File: config.mk
export PLATFORM = sky130hd
export DESIGN_NAME = config_loader
export DESIGN_NICKNAME = d
export VERILOG_FILES = /design/src/rtl/config_loader_pkg.sv /design/src/rtl/config_checksum.sv /design/src/rtl/config_loader.sv
export SDC_FILE = /design/constraint.sdc
export NUM_CORES = 1
export LEC_CHECK = 0
export CAP_MARGIN = 40
export CORE_MARGIN = 8
export CORE_UTILIZATION = 50
export CTS_CLUSTER_SIZE = 20
export DETAILED_ROUTE_END_ITERATION = 12
export PLACE_DENSITY_LB_ADDON = 0.12
export SLEW_MARGIN = 20
export SYNTH_ARGS = -nofsm -noshare
export SYNTH_HDL_FRONTEND = slang
export SYNTH_SLANG_ARGS = --single-unit
File: constraint.sdc
create_clock -name clk -period 1.95 [get_ports clk]
set_clock_uncertainty 0.05 [all_clocks]
set_input_delay 0.39 -clock clk [delete_from_list [all_inputs] [get_ports clk]]
set_output_delay 0.39 -clock clk [all_outputs]
set_load 0.02 [all_outputs]
File: src/rtl/config_loader_pkg.sv
// config_loader_pkg
// Shared definitions for the configuration loader: the sequencer state
// encoding, the default header magic, the header field positions and the
// default stream word width.
package config_loader_pkg;

    // Default width of stream, address and data words.
    localparam int STREAM_W = 32;

    // Header value that marks a valid configuration stream.
    localparam logic [15:0] MAGIC_DEFAULT = 16'hC0F1;

    // The magic sits in the upper half of the header word and the entry
    // count starts at bit 0.
    localparam int HDR_MAGIC_MSB = 31;
    localparam int HDR_MAGIC_LSB = 16;
    localparam int HDR_CNT_LSB   = 0;

    typedef enum logic [2:0] {
        IDLE  = 3'd0,
        HDR   = 3'd1,
        ADDR  = 3'd2,
        DATA  = 3'd3,
        WRITE = 3'd4,
        CHECK = 3'd5,
        DONE  = 3'd6
    } state_t;

endpackage

File: src/rtl/config_checksum.sv
// config_checksum
// Running XOR accumulator over the stream words of one load.
// Ports:
//   clk    in   clock, rising edge
//   reset  in   synchronous active-high reset, clears the sum
//   clear  in   clears the sum at the start of a load
//   en     in   fold word into the sum this cycle
//   word   in   word to accumulate
//   sum    out  current accumulated XOR
module config_checksum
    import config_loader_pkg::*;
#(
    parameter int WORD_W = STREAM_W
) (
    input  logic              clk,
    input  logic              reset,
    input  logic              clear,
    input  logic              en,
    input  logic [WORD_W-1:0] word,
    output logic [WORD_W-1:0] sum
);

    logic [WORD_W-1:0] sum_reg;

    always_ff @(posedge clk) begin
        if (reset || clear) begin
            sum_reg <= '0;
        end else if (en) begin
            sum_reg <= sum_reg ^ word;
        end
    end

    assign sum = sum_reg;

endmodule

File: src/rtl/config_loader.sv
// config_loader
// Configuration sequencer for the PE tile array. Reads a header word and
// then address/data pairs from a valid/ready word stream, and broadcasts
// each pair on config_addr/config_data with a one-cycle config_en strobe.
//
// Optional feature: define CONFIG_LOADER_CHECKSUM_EN to append a trailing
// checksum word (XOR of every address and data word) that is verified in
// the CHECK state; a mismatch sets error.
//
// Ports:
//   clk          in   clock, rising edge
//   reset        in   synchronous active-high reset, aborts any load
//   start        in   begin a load (only honoured in IDLE)
//   in_data      in   stream word
//   in_valid     in   in_data is valid
//   in_ready     out  word accepted this cycle (HDR/ADDR/DATA/CHECK)
//   config_addr  out  {tile_id, config_id} of the last written entry
//   config_data  out  payload of the last written entry
//   config_en    out  one-cycle write strobe
//   busy         out  high whenever not IDLE
//   done         out  one-cycle pulse at the end of a load
//   error        out  sticky error flag, cleared by an accepted start
module config_loader
    import config_loader_pkg::*;
#(
    parameter int          WORD_W = STREAM_W,
    parameter int          CNT_W  = 16,
    parameter logic [15:0] MAGIC  = MAGIC_DEFAULT
) (
    input  logic              clk,
    input  logic              reset,
    input  logic              start,
    input  logic [WORD_W-1:0] in_data,
    input  logic              in_valid,
    output logic              in_ready,
    output logic [WORD_W-1:0] config_addr,
    output logic [WORD_W-1:0] config_data,
    output logic              config_en,
    output logic              busy,
    output logic              done,
    output logic              error
);

    state_t            state_reg;
    logic [CNT_W-1:0]  remaining_reg;
    logic [WORD_W-1:0] addr_hold_reg;
    // config_data_reg doubles as the data holding register: it is only
    // loaded on the DATA transfer, i.e. exactly on entry to WRITE.
    logic [WORD_W-1:0] config_addr_reg;
    logic [WORD_W-1:0] config_data_reg;
    logic              error_reg;
    logic              xfer;

    assign xfer = in_valid && in_ready;

`ifdef CONFIG_LOADER_CHECKSUM_EN
    localparam state_t END_STATE = CHECK;

    logic [WORD_W-1:0] csum;

    config_checksum #(
        .WORD_W (WORD_W)
    ) u_checksum (
        .clk   (clk),
        .reset (reset),
        .clear (state_reg == IDLE && start),
        .en    (xfer && (state_reg == ADDR || state_reg == DATA)),
        .word  (in_data),
        .sum   (csum)
    );
`else
    localparam state_t END_STATE = DONE;
`endif

    always_ff @(posedge clk) begin
        if (reset) begin
            state_reg       <= IDLE;
            remaining_reg   <= '0;
            addr_hold_reg   <= '0;
            config_addr_reg <= '0;
            config_data_reg <= '0;
            error_reg       <= 1'b0;
        end else begin
            case (state_reg)
                IDLE: begin
                    if (start) begin
                        error_reg <= 1'b0;
                        state_reg <= HDR;
                    end
                end
                HDR: begin
                    if (xfer) begin
                        if (in_data[HDR_MAGIC_MSB:HDR_MAGIC_LSB] != MAGIC) begin
                            error_reg <= 1'b1;
                            state_reg <= DONE;
                        end else begin
                            remaining_reg <= in_data[HDR_CNT_LSB +: CNT_W];
                            if (in_data[HDR_CNT_LSB +: CNT_W] == '0) begin
                                state_reg <= END_STATE;
                            end else begin
                                state_reg <= ADDR;
                            end
                        end
                    end
                end
                ADDR: begin
                    if (xfer) begin
                        addr_hold_reg <= in_data;
                        state_reg     <= DATA;
                    end
                end
                DATA: begin
                    if (xfer) begin
                        config_addr_reg <= addr_hold_reg;
                        config_data_reg <= in_data;
                        state_reg       <= WRITE;
                    end
                end
                WRITE: begin
                    remaining_reg <= remaining_reg - CNT_W'(1);
                    if (remaining_reg == CNT_W'(1)) begin
                        state_reg <= END_STATE;
                    end else begin
                        state_reg <= ADDR;
                    end
                end
                CHECK: begin
                    if (xfer) begin
`ifdef CONFIG_LOADER_CHECKSUM_EN
                        if (in_data != csum) begin
                            error_reg <= 1'b1;
                        end
`endif
                        state_reg <= DONE;
                    end
                end
                DONE: begin
                    state_reg <= IDLE;
                end
                default: begin
                    state_reg <= IDLE;
                end
            endcase
        end
    end

    // All handshake and status outputs are decodes of the state register,
    // so none of them depends combinationally on in_valid or start.
    assign in_ready    = (state_reg == HDR) || (state_reg == ADDR) ||
                         (state_reg == DATA) || (state_reg == CHECK);
    assign config_en   = (state_reg == WRITE);
    assign busy        = (state_reg != IDLE);
    assign done        = (state_reg == DONE);
    assign error       = error_reg;
    assign config_addr = config_addr_reg;
    assign config_data = config_data_reg;

endmodule

# --- After elaboration in Yosys (flattened, before gate mapping) ---
# Cells that the tools add are included.
word_totals:
  regBits: 116
  input_bits: 36
  out_inout_bits: 69
  elab_cells: 52
op_classes:
  addsub: 1
  eq_ne: 15
  mux: 16
  n_reduce_logical: 14
ops:
  columns: ["operator", "count"]
  rows:
  - ["$mux W16", 2]
  - ["$pmux W16 S2", 1]
  - ["$mux W3", 8]
  - ["$pmux W3 S6", 1]
  - ["$eq A16 B1 Y1 const B", 1]
  - ["$logic_not A16 Y1", 1]
  - ["$ne A16 B16 Y1 const B", 1]
  - ["$sub A16 B1 Y16 const B", 1]
  - ["$ne A2 B2 Y1 const B", 7]
  - ["$eq A3 B3 Y1 const B", 3]
  - ["$eq A3 B2 Y1 const B", 2]
  - ["$reduce_and A5 Y1", 1]
  - ["$reduce_and A2 Y1", 2]
  - ["$reduce_and A4 Y1", 1]
  - ["$reduce_bool A2 Y1", 2]
  - ["$eq A3 B1 Y1 const B", 1]
  - ["$logic_not A3 Y1", 1]
  - ["$logic_or A1 B1 Y1", 3]
  - ["$mux W1", 3]
  - ["$reduce_and A3 Y1", 1]
  - ["$reduce_bool A3 Y1", 1]
  - ["$pmux W1 S2", 1]
  - ["$logic_and A1 B1 Y1", 1]

# --- Longest topological paths before layout ---
depth:
  ltp_word: 7
  depth_mapped: 7
  mapped_depth_nobuf: 6

# --- Least setup slack after synthesis ---
# Ideal clock, no wire load.
synth_timing:
  path_kind: "register to register"
  from: "reg state_reg[1]"
  to: "reg remaining_reg[5]"
  t_arrival_ns: 1.504
  required_ns: 1.826
  setup_slack_ns: 0.322
  path_stages_with_launch: 8
  n_path_buf: 2
  period_less_slack_ns: 1.628
  cell_sequence: "dfxtp_1 -> buf_6 -> or3b_1 -> buf_6 -> clkinv_4 -> nand2_4 -> or3_1 -> a31oi_1"
synth_via:
  word_cells_on_any_way: 14
  cone_classes: "eq/ne: 7; mux: 1; reduce/logical: 6"
synth_lines:
  columns: ["item", "line", "rtl"]
  rows:
  - ["start: declaration", "config_loader.sv:44", "state_t state_reg;"]
  - ["start signal: assignment", "config_loader.sv:77", "state_reg <= IDLE;"]
  - ["start signal: assignment", "config_loader.sv:88", "state_reg <= HDR;"]
  - ["start signal: assignment", "config_loader.sv:95", "state_reg <= DONE;"]
  - ["$eq A3 B3 Y1 *", null, null]
  - ["net config_en", "config_loader.sv:38", "output logic config_en,"]
  - ["$reduce_bool A2 Y1 (no source line)", null, null]
  - ["$reduce_and A3 Y1 (no source line)", null, null]
  - ["end signal: assignment", "config_loader.sv:97", "remaining_reg <= in_data[HDR_CNT_LSB +: CNT_W];"]
  - ["end signal: assignment", "config_loader.sv:120", "remaining_reg <= remaining_reg - CNT_W'(1);"]
  - ["end: declaration", "config_loader.sv:45", "logic [CNT_W-1:0] remaining_reg;"]
# Mark *: on every way through the listed nets, which the timed path passes. The rest lies on a longest branch.
# A chain may end at the register's enable or synchronous reset.

# --- Worst setup path after layout ---
layout_timing:
  from: "reg config_data_reg[13], in the netlist config_data[13]"
  to: "out config_data[13]"
layout_lines:
  columns: ["item", "line", "rtl"]
  rows:
  - ["start: declaration", "config_loader.sv:50", "logic [WORD_W-1:0] config_data_reg;"]
  - ["start signal: assignment", "config_loader.sv:115", "config_data_reg <= in_data;"]
  - ["end: declaration", "config_loader.sv:37", "output logic [WORD_W-1:0] config_data,"]
# No word-level cell between the ends.

==> flow_metrics.env <==
export IMPL_status="finished clean"
export IMPL_wl_met1_um=5640
export IMPL_synth_top_area_share_pct=49.7
export IMPL_grt_pass1_vias=4773
export IMPL_nets=780
export IMPL_met2_length_um=7500
export IMPL_tightest_slew_ns=0.416
export IMPL_slowest_delay_ns=0.62
export IMPL_cp_arrival_ns=1.47
export IMPL_synth_edff_count=0
export IMPL_timing_fmax_mhz=525
export IMPL_synth_seq_cells=116
export IMPL_critPathLaunchType="flop"
export IMPL_wl_per_cell_um=17.0
export IMPL_p_leak_nw=2.66
export IMPL_cap_violations=0
export IMPL_final_antenna_net_count=0
export IMPL_critPathRequiredTime_ns=1.51
export IMPL_cts_tree="done"
export IMPL_relSlewSlack_pct=72.0
export IMPL_combPwrFrac_pct=11.4
export IMPL_cts_root_buf="clkbuf_8"
export IMPL_cts_sinks=116
export IMPL_multi_input_comb_area_um2=2150
export IMPL_hold_class="in -> reg"
export IMPL_critPathLaunch="config_data[13]$_SDFFE_PP0P_"
export IMPL_r2r_cells=7
export IMPL_ctsHoldBuffers=0
export IMPL_areaGrowthSynthToFinish_pct=45.8
export IMPL_grt_max_degree=65
export IMPL_cts_buffers=17
export IMPL_finalSetupTns_ns=0
export IMPL_clk_latency_ns=0.50
export IMPL_num_antenna_cells=0
export IMPL_powerDensity_nw_per_um2=920
export IMPL_die_x_um=113
export IMPL_die_h_um=113
export IMPL_dieArea_um2=12700
export IMPL_placedInstanceArea_um2=6210
export IMPL_slowest_stage="clkdlybuf4s50_1"
export IMPL_drt_initial_drc_count=266
export IMPL_crit_type="reg -> out"
export IMPL_start_util_pct=51.1
export IMPL_path_cells="clkdlybuf4s50_1"
export IMPL_wirelength_um=14700
export IMPL_p_seq_share_pct=39.8
export IMPL_netlist_area_um2=4680
export IMPL_worstReg2RegEnd="remaining_reg[8]$_SDFFE_PP0P_"
export IMPL_gr_total_overflow=0
export IMPL_pwr_share_clk_pct=48.8
export IMPL_final_area_um2=6820
export IMPL_synthFlopType="dfxtp_1"
export IMPL_yosys_area_top_type="dfxtp_1"
export IMPL_r2r_setup_slack_ns=0.17
export IMPL_power_switching_mw=1.66
export IMPL_drive_gt1_share_pct=14.8
export IMPL_hold_viol=0
export IMPL_num_io_pins=105
export IMPL_crit_end="config_data[13]"
export IMPL_synth_distinct_cells=50
export IMPL_yosysSeqAreaShare_pct=49.7
export IMPL_post_route_drc_count=0
export IMPL_fp_coreArea_um2=9150
export IMPL_register_area_um2=2320
export IMPL_async_flop_share_pct=0
export IMPL_top_layer_used="met4"
export IMPL_rsz0062_at_grt="no"
export IMPL_htree_num_levels=4
export IMPL_internal_power_mw=4.61
export IMPL_clock_path_buffers=2
export IMPL_period_share_pct=97.7
export IMPL_critical_path_top_delay_family="buffers and inverters"
export IMPL_yosysWarnings=0
export IMPL_rows=35
export IMPL_switching_share_pct=26.5
export IMPL_met3_length_um=1320
export IMPL_vias=4806
export IMPL_gr_usage_all_layers_pct=22.8
export IMPL_peakVddDrop_v=0.000584
export IMPL_numPortBuffers=104
export IMPL_nFillCells=713
export IMPL_antenna_found_initial=0
export IMPL_holdWs_ns=0.152
export IMPL_gp_congestion=0.919
export IMPL_drtPass1Iterations=5
export IMPL_critPathMaxFanout=2
export IMPL_r2r_start="state_reg[1]$_SDFFE_PP0P_"
export IMPL_synth_area_leaders="dfxtp_1 50%, nand2_1 16%, a21oi_1 11%, clkbuf_1 2.1%, a31oi_1 1.5%"
export IMPL_slew_violations=0
export IMPL_finalSetupViolCount=0
export IMPL_post_route_min_period_ns=1.91
export IMPL_vias_per_cell=5.55
export IMPL_grt_pass1_wl_um=23500
export IMPL_syn_avg_cell_area_um2=7.85
export IMPL_clkTransAtPathRegs_ns=0.06
export IMPL_endpoint_kind="primary output"
export IMPL_synth_fp_nets=634
export IMPL_syn_inst=596
export IMPL_hpwl_um=9900
export IMPL_cp_num_cells=1
export IMPL_crit_buf_inv=1
==> metal layers <==
metal / GRT usage, % / up-vias
met1: 24.6 / 2262
met4: 7.55 / 0
met2: 40.4 / 181
met5: 0 / -
li1: - / 2341
met3: 8.31 / 22
==> how the worst min path moves through the flow <==
stage                     cells after the start  slack [ns]                            end                           start
after detailed placement                      2        0.40    config_addr[7]$_SDFFE_PP0P_   addr_hold_reg[7]$_SDFFE_PP0P_
after CTS                                     2        0.14  remaining_reg[2]$_SDFFE_PP0P_                           reset
after floorplan                               2        0.38    config_addr[0]$_SDFFE_PP0P_   addr_hold_reg[0]$_SDFFE_PP0P_
after global placement                        2        0.39   config_addr[21]$_SDFFE_PP0P_  addr_hold_reg[21]$_SDFFE_PP0P_
final                                         2        0.15  remaining_reg[2]$_SDFFE_PP0P_                           reset
after global routing                          2        0.16  remaining_reg[1]$_SDFFE_PP0P_                           reset
==> cell type report <==
| cell class | count | area share, % |
|---|---|---|
| flip-flops and latches | 116 | 34.1 |
| multi-input cells | 431 | 31.5 |
| repair buffers | 168 | 23.3 |
| clock buffers | 17 | 6.07 |
| clock inverters | 15 | 2.44 |
| well taps | 111 | 2.04 |
| inverters | 8 | 0.514 |
==> cells by family after synthesis <==
group                      Yosys count  synth area share (%)
buffers and inverters               49                  4.71
and+or+nand+nor                    286                  27.7
DFF                                116                  49.7
adders and majority gates            2                 0.535
AOI/OAI and AO/OA                  142                  17.2
xor gates and xnor gates             1                 0.187
==> stage by stage <==
step / setup slack, ns / utilization (%) / cells / total power [mW]
floorplan: 0.322 / - / 596 / 2.90
global placement: -0.292 / 67.9 / 834 / 3.25
detailed placement: -0.307 / 67.9 / 834 / 3.26
CTS: -0.0378 / 74.2 / 866 / 6.31
global route: 0.000915 / 74.5 / 866 / 6.47
finish: 0.0442 / 74.5 / 866 / 6.27
==> layout by cell type, fill, tap and decap left out, types with 3 or more instances in the layout <==
| master | n |
|---|---|
| nor4_1 | 8 |
| a31oi_1 | 11 |
| buf_12 | 4 |
| clkbuf_16 | 16 |
| buf_4 | 62 |
| nor2b_1 | 4 |
| nand2b_1 | 6 |
| inv_6 | 8 |
| nand3_1 | 12 |
| nand4_1 | 8 |
| dlymetal6s2s_1 | 15 |
| nor3_1 | 3 |
| inv_1 | 6 |
| o32ai_1 | 3 |
| a21oi_1 | 105 |
| clkdlybuf4s50_1 | 84 |
| o221ai_1 | 3 |
| o211ai_1 | 6 |
| dfxtp_1 | 115 |
| buf_2 | 3 |
| clkinvlp_4 | 3 |
| and3_1 | 4 |
| nor2_1 | 14 |
| nand2_1 | 200 |
==> Yosys cell counts, types with 2 or more instances <==
master	instances
nand4_1	8
and3_1	4
inv_1	6
nor4bb_1	2
nor2b_1	5
or4_1	2
a31oi_1	11
o221ai_1	3
o22a_1	2
nor4_1	8
and2_1	2
and4bb_1	2
ha_1	2
nor3_2	2
and4_1	2
o211ai_1	6
clkbuf_1	26
buf_6	2
nand3b_1	2
a21oi_1	105
nand2b_1	6
a211oi_1	2
dfxtp_1	116
nor2_1	14
or2_0	2
nand3_1	13
or3_1	2
a32oi_1	2
nand2_1	200
buf_2	13
nor3_1	3
o32ai_1	3
==> power by group through the flow <==
stage	clock network [mW]	logic, mW	registers (mW)
after CTS	3.10	0.713	2.50
final	3.06	0.712	2.50
after global routing	3.20	0.768	2.51
after global placement	0	0.701	2.54
after detailed placement	0	0.709	2.55
after floorplan	0	0.362	2.54
==> timing repair <==
| action | 4_1_cts | 5_1_grt |
|---|---|---|
| gates resized for setup | 16 | 19 |
| pin swaps | 0 | 0 |
| setup endpoints to repair | 4 | 18 |
| buffers inserted | 0 | 0 |
No activity file was read; power rests on OpenSTA's default activity.
